`src/rtl/if_id_stage.sv`:
```
// IF/ID pipeline register with a 2-entry skid buffer; if_ready_o is a pure flop output.
// Optional `IFID_STALL_CNT_EN adds stall_cnt_o counting fetch-side stall cycles.
module if_id_stage #(
    parameter int unsigned PC_W      = 32,
    parameter logic [31:0] NOP_INSTR = 32'h0000_0000
) (
    input  logic            clk_i,
    input  logic            rst_i,
    input  logic            flush_i,
    input  logic            if_valid_i,
    output logic            if_ready_o,
    input  logic [PC_W-1:0] if_pc_i,
    input  logic [31:0]     if_instr_i,
    output logic            id_valid_o,
    input  logic            id_ready_i,
    output logic [PC_W-1:0] id_pc_o,
    output logic [PC_W-1:0] id_pc4_o,
    output logic [31:0]     id_instr_o,
    output logic [5:0]      id_opcode_o,
    output logic [4:0]      id_rs_o,
    output logic [4:0]      id_rt_o,
    output logic [4:0]      id_rd_o,
    output logic [4:0]      id_shamt_o,
    output logic [5:0]      id_funct_o,
    output logic [15:0]     id_imm_o
`ifdef IFID_STALL_CNT_EN
    ,
    output logic [31:0]     stall_cnt_o
`endif
);

    typedef enum logic [1:0] {
        EMPTY = 2'd0,
        ONE   = 2'd1,
        TWO   = 2'd2
    } state_t;

    state_t          state_q, state_d;
    logic            if_ready_q, if_ready_d;
    logic [PC_W-1:0] main_pc_q, main_pc_d;
    logic [31:0]     main_instr_q, main_instr_d;
    logic [PC_W-1:0] skid_pc_q, skid_pc_d;
    logic [31:0]     skid_instr_q, skid_instr_d;
    logic            in_xfer;
    logic            out_xfer;

    assign id_valid_o = (state_q != EMPTY);
    assign in_xfer    = if_valid_i & if_ready_q;
    assign out_xfer   = id_valid_o & id_ready_i;

    always_comb begin
        state_d      = state_q;
        main_pc_d    = main_pc_q;
        main_instr_d = main_instr_q;
        skid_pc_d    = skid_pc_q;
        skid_instr_d = skid_instr_q;

        if (flush_i) begin
            state_d = EMPTY;
        end else begin
            unique case (state_q)
                EMPTY: begin
                    if (in_xfer) begin
                        state_d      = ONE;
                        main_pc_d    = if_pc_i;
                        main_instr_d = if_instr_i;
                    end
                end
                ONE: begin
                    if (in_xfer && out_xfer) begin
                        main_pc_d    = if_pc_i;
                        main_instr_d = if_instr_i;
                    end else if (out_xfer) begin
                        state_d = EMPTY;
                    end else if (in_xfer) begin
                        state_d      = TWO;
                        skid_pc_d    = if_pc_i;
                        skid_instr_d = if_instr_i;
                    end
                end
                TWO: begin
                    // if_ready_q is low here, so only a drain can happen
                    if (out_xfer) begin
                        state_d      = ONE;
                        main_pc_d    = skid_pc_q;
                        main_instr_d = skid_instr_q;
                    end
                end
                default: state_d = EMPTY;
            endcase
        end

        if_ready_d = (state_d != TWO);
    end

    always_ff @(posedge clk_i or negedge rst_i) begin
        if (!rst_i) begin
            state_q      <= EMPTY;
            if_ready_q   <= 1'b1;
            main_pc_q    <= '0;
            main_instr_q <= NOP_INSTR;
            skid_pc_q    <= '0;
            skid_instr_q <= '0;
        end else begin
            state_q      <= state_d;
            if_ready_q   <= if_ready_d;
            main_pc_q    <= main_pc_d;
            main_instr_q <= main_instr_d;
            skid_pc_q    <= skid_pc_d;
            skid_instr_q <= skid_instr_d;
        end
    end

`ifdef IFID_STALL_CNT_EN
    logic [31:0] stall_cnt_q, stall_cnt_d;

    always_comb begin
        stall_cnt_d = stall_cnt_q;
        if (if_valid_i && !if_ready_q) begin
            stall_cnt_d = stall_cnt_q + 32'd1;
        end
    end

    always_ff @(posedge clk_i or negedge rst_i) begin
        if (!rst_i) begin
            stall_cnt_q <= '0;
        end else begin
            stall_cnt_q <= stall_cnt_d;
        end
    end

    assign stall_cnt_o = stall_cnt_q;
`endif

    assign if_ready_o  = if_ready_q;
    assign id_pc_o     = main_pc_q;
    assign id_pc4_o    = main_pc_q + PC_W'(4);
    assign id_instr_o  = id_valid_o ? main_instr_q : NOP_INSTR;
    assign id_opcode_o = id_instr_o[31:26];
    assign id_rs_o     = id_instr_o[25:21];
    assign id_rt_o     = id_instr_o[20:16];
    assign id_rd_o     = id_instr_o[15:11];
    assign id_shamt_o  = id_instr_o[10:6];
    assign id_funct_o  = id_instr_o[5:0];
    assign id_imm_o    = id_instr_o[15:0];

endmodule
```
`config.mk`:
```
export PLATFORM = sky130hd
export DESIGN_NAME = if_id_stage
export DESIGN_NICKNAME = d
export VERILOG_FILES = /design/src/rtl/if_id_stage.sv
export SDC_FILE = /design/constraint.sdc
export NUM_CORES = 1
export LEC_CHECK = 0
export ABC_AREA = 1
export CORE_MARGIN = 2
export CORE_UTILIZATION = 30
export CTS_CLUSTER_SIZE = 24
export DETAILED_ROUTE_END_ITERATION = 12
export GPL_TIMING_DRIVEN = 1
export PLACE_DENSITY_LB_ADDON = 0.3
export SYNTH_ARGS = -nofsm -noshare
export SYNTH_HDL_FRONTEND = slang
export SYNTH_SLANG_ARGS = --single-unit
```
`constraint.sdc`:
```
create_clock -name clk_i -period 1.7 [get_ports clk_i]
set_input_delay 0.17 -clock clk_i [delete_from_list [all_inputs] [get_ports clk_i]]
set_output_delay 0.17 -clock clk_i [all_outputs]
set_load 0.01 [all_outputs]
```
# Word level (Yosys, flattened, before mapping)

Index checks and enable logic that the tools add are counted.

Flip-flop bits (word level): 131
Bits in latches: 0
Memory bits (writable): 0
Memory bits (read-only): 0
Input port bits: 69
Output and inout bits: 146
Word-level logic and storage cells: 40
Memories kept: 0

Add/subtract/negate cells: 1
Multiply operators: 0
Div/mod/pow operators: 0
$lt $le $gt $ge: 0
Equality and inequality tests: 6
Shift-type cells: 0
Mux-type cells: 16
Bitwise operators: 5
Reduce and logical (&&, ||, !) cells: 6

Operator list:

| kind                                                                  | count |
|---|---|
| 32-bit two-way mux                                                    | 7 |
| 32-bit one-hot mux with 3 select lines                                | 2 |
| 32-bit by 3-bit adder with 32-bit output, second input constant       | 1 |
| 2-bit two-way mux                                                     | 6 |
| 5-bit AND reduction                                                   | 2 |
| 2-bit inequality test, second input constant                          | 4 |
| 2-bit one-hot mux with 3 select lines                                 | 1 |
| 1-bit inverter                                                        | 3 |
| 3-bit nonzero test                                                    | 1 |
| 1-bit AND                                                             | 2 |
| 2-bit by 1-bit equality test with 1-bit output, second input constant | 1 |
| 2-bit equality test, second input constant                            | 1 |
| 2-bit logical NOT                                                     | 1 |
| 2-bit nonzero test                                                    | 1 |
| 1-bit logical AND                                                     | 1 |

# Logic depth before layout (Yosys ltp)

Gate-level depths: netlist of run 1.

Word-level depth: 7
Mapped depth: 9
Mapped depth without buffers: 8

# Worst setup path before layout of run 1

Ideal clock, no wire load.

Path kind: reg2out
From: register main_pc_q[2], in the netlist id_pc_o[2]
To: output id_pc4_o[14]
Arrival: 1.372 ns
Required time: 1.530 ns
Setup slack: 0.158 ns
Stages on the path, launching flop included: 7
Path buffers: 0
Cell sequence: dfrtp_1 ha_1 nand2_1 nor2_1 nand2_1 nor2_1 xor2_1

Longest elaborated chain between the ends: 1

Ends and longest elaborated chain:

| what                                     | RTL line | source |
|---|---|---|
| start, declared                          | 40       | `logic [PC_W-1:0] main_pc_q, main_pc_d;` |
| start signal, assigned                   | 107      | `main_pc_q <= main_pc_d;` |
| 32-bit by 3-bit adder with 32-bit output | 137      | `assign id_pc4_o = main_pc_q + PC_W'(4);` |
| end, declared                            | 17       | `output logic [PC_W-1:0] id_pc4_o,` |

Every way passes these cells.

# Worst setup path in the final report of run 1

From: register main_pc_q[2], in the netlist id_pc_o[2]
To: output id_pc4_o[10]

Same word-level chain as after synthesis.

==> impl_metrics.toml, run 1 <==
[outcome]
outcome = "finished with violations"
failed_checks = "setup timing"

[power]
combPwrFrac_pct = 34.2
p_leak_nw = 6.50
power.total_mw = 12.4
p_sw_share_pct = 33.9
power_frac_seq_pct = 35.9
powerDensity_mw_per_mm2 = 983
vdd_drop_max_uv = 575
p_switching_mw = 4.19
p_clk_share_pct = 29.9
p_int_mw = 8.17

[final_layout]
syn_to_final_growth_pct = 71.6
nets = 1422
drive_gt1_share_pct = 38.8
final_cell_mix = "nand2_1 (366), dfrtp_1 (128), buf_4 (82), inv_1 (81)"
final_cells = 1690
final_core_util_pct = 52.0
fin_area_mm2 = 0.0126
final_common_cell = "nand2_1"

[place]
io_buffers = 214
dpl-instance-area_mm2 = 0.00999
hpwl_um = 15300
globalplace.congestion = 0.866
dp_cells = 1562

[sta]
rsz0062_at_grt = "yes"
fin_ws_ps = -306
timing.final.crit_share_pct = 118
finalCriticalPeriod_ps = 2010
final-max-slew-violation-count = 0
finalHoldViolations = 0
fin_skew_ps = 8.39
slew_headroom_pct = 69.4
tightest_slew_ps = 458
holdWs_ps = 256
setup_viol = 102
fmax_ghz = 0.498

[global_route]
grt_pass1_wl_um = 38000
grt_overflow_total = 0
grt_max_degree = 49
grt_pass1_vias = 7349
antenna_found_initial = 1
track_usage_pct = 18.5

[logic_synthesis]
syn_avg_cell_area_um2 = 6.95
synth_sequential_area_ratio_pct = 44.7
synth_top_area_cell = "dfrtp_1"
synth.distinct_cells = 23
synth_top_area_share_pct = 44.4
synth_area_leaders = "dfrtp_1 (44%), nand2_1 (23%), nand3_1 (7.6%)"
ys_warn_count = 0
synth_seq_cells = 131
syn_area_mm2 = 0.00733
syn-instance-count = 1054
synth_nets = 1124

[die]
die_w_um = 160
start_util_pct = 30.3
ioPinCount = 215
die_area_mm2 = 0.0257
core.rowCount = 57
core_area_mm2 = 0.0242
fp.dieH_um = 160

[critical_path]
critPathMaxFanout = 4
critical_path_arrival_ps = 1840
rr_startpoint = "state_q[1]$_DFF_PN0_"
crit_required_ps = 1530
end_kind = "output pin"
startpoint_type = "flop"
endpoint = "id_pc4_o[10]"
path_class = "reg2out"
r2r-end = "skid_instr_q[24]$_DFFE_PN0P_"
ff2ff_setup_slack_ps = -110
reg2reg_depth = 11
startpoint = "id_pc_o[2]$_DFFE_PN0P_"

[hold_path]
hold_path_class = "in2async"

[routing]
route.antenna.remaining_nets = 0
vias = 7898
viasPerCell = 4.67
drc = 0
wire_per_inst_um = 16.5
first_pass_iters = 5
drt_iter0_drc = 490
finalWirelength_um = 28000

[clocking]
cts_num_sinks = 131
cts_buffers = 17
clk_latency_ps = 430
tritoncts = "yes"
cts_max_path_buffers = 2
htree_levels = 4
root_buffer = "clkbuf_16"
clk_pin_slew_worst_paths_ps = 60

[flow_run]
cap_violations = 0
==> registers in the layout, summed over array words and instances (netlist names) <==
name and flops:
id_pc_o 32, main_instr_q 32, skid_instr_q 32, skid_pc_q 32, state_q 2, if_ready_o 1
==> routing by layer <==
metal  track usage [%]  up-vias  wire, um  part of all wire, %
met3              3.25       38      1190                  4.3
met2              32.7      212     14100                   51
li1                  -     3804         -                    -
met4              6.22        0       513                  1.8
met1              22.7     3844     12100                   43
met5                 0        -         0                    0
==> critical path: stages, from the launching register on <==
cell and delay [ps]:
dfrtp_1 420, ha_4 190, nand2_4 60, nor2_4 130, nand2_4 90, buf_6 130
buf_6 110, xnor2_2 130, buf_2 150
==> stage by stage <==
step           TNS (ps)  setup slack (ps)
4_1_cts          -14400              -348
2_1_floorplan         0               158
3_3_place_gp      -4530              -296
5_1_grt          -19410              -423
3_5_place_dp      -5140              -328
6_report         -11540              -306
==> worst min-delay path by stage <==
stage               start  slack (ps)  cells after the start                     endpoint
floorplan           rst_i        -130                      0       id_pc_o[0]$_DFFE_PN0P_
global placement    rst_i         130                      1  main_instr_q[6]$_DFFE_PN0P_
detailed placement  rst_i         130                      1  skid_instr_q[6]$_DFFE_PN0P_
CTS                 rst_i         260                      2  skid_instr_q[6]$_DFFE_PN0P_
global route        rst_i         280                      2  main_instr_q[6]$_DFFE_PN0P_
finish              rst_i         260                      2  skid_instr_q[6]$_DFFE_PN0P_
==> power groups by stage <==
stage | clock, mW | combinational, mW | sequential (mW)
after floorplan | 0 | 1.49 | 4.35
final | 3.69 | 4.22 | 4.44
after global placement | 0 | 3.25 | 4.31
after detailed placement | 0 | 3.30 | 4.34
after global routing | 3.90 | 4.57 | 4.53
after CTS | 3.76 | 3.42 | 4.27
==> Yosys cell counts, drive strengths merged <==
cell and n:
nand3 111, xor2 8, a21oi 1, o21bai 1, buf 93, ha 1
dfstp 1, nor3 1, xnor2 7, clkbuf 10, nand2 456, nor2 82
o21ai 59, nand3b 5, inv 87, o21a 1, dfrtp 130
==> timing repair <==
item | CTS | global route
resized for setup | 454 | 403
hold buffers | 1 | 0
cloned | 2 | 26
setup endpoints to repair | 120 | 255
setup buffers | 43 | 33
endpoints found under the hold margin | 39 | 0
pin swaps | 29 | 71
==> logic make-up (layout without fill, tap and decap cells) <==
family                   Yosys count  after routing  synth area share, %
AO/OA/AOI/OAI                     62             62                 4.46
XOR/XNOR                          15             15                 1.79
adder cells (fa/ha/maj)            1              1                0.171
buffers and inverters            190            499                 13.0
flip-flops                       131            131                 44.7
other                              0              1                    0
AND/OR/NAND/NOR                  655            657                 35.9
==> area by class of cell <==
type | instances | area, um2
flip-flops and latches | 131 | 3280
diodes | 1 | 2.50
repair buffers | 380 | 3740
well taps | 324 | 405
fillers | 2276 | 11600
inverters | 87 | 347
multi-input cells | 735 | 4220
clock inverters | 13 | 150
clock buffers | 19 | 433
(Power assumes the default switching activity.)
==> inputs of run 2 (changes only) <==
- SLEW_MARGIN: unset -> 20
==> results of run 2 <==
The final DEF is identical to that of run 1; final timing and power are the same.
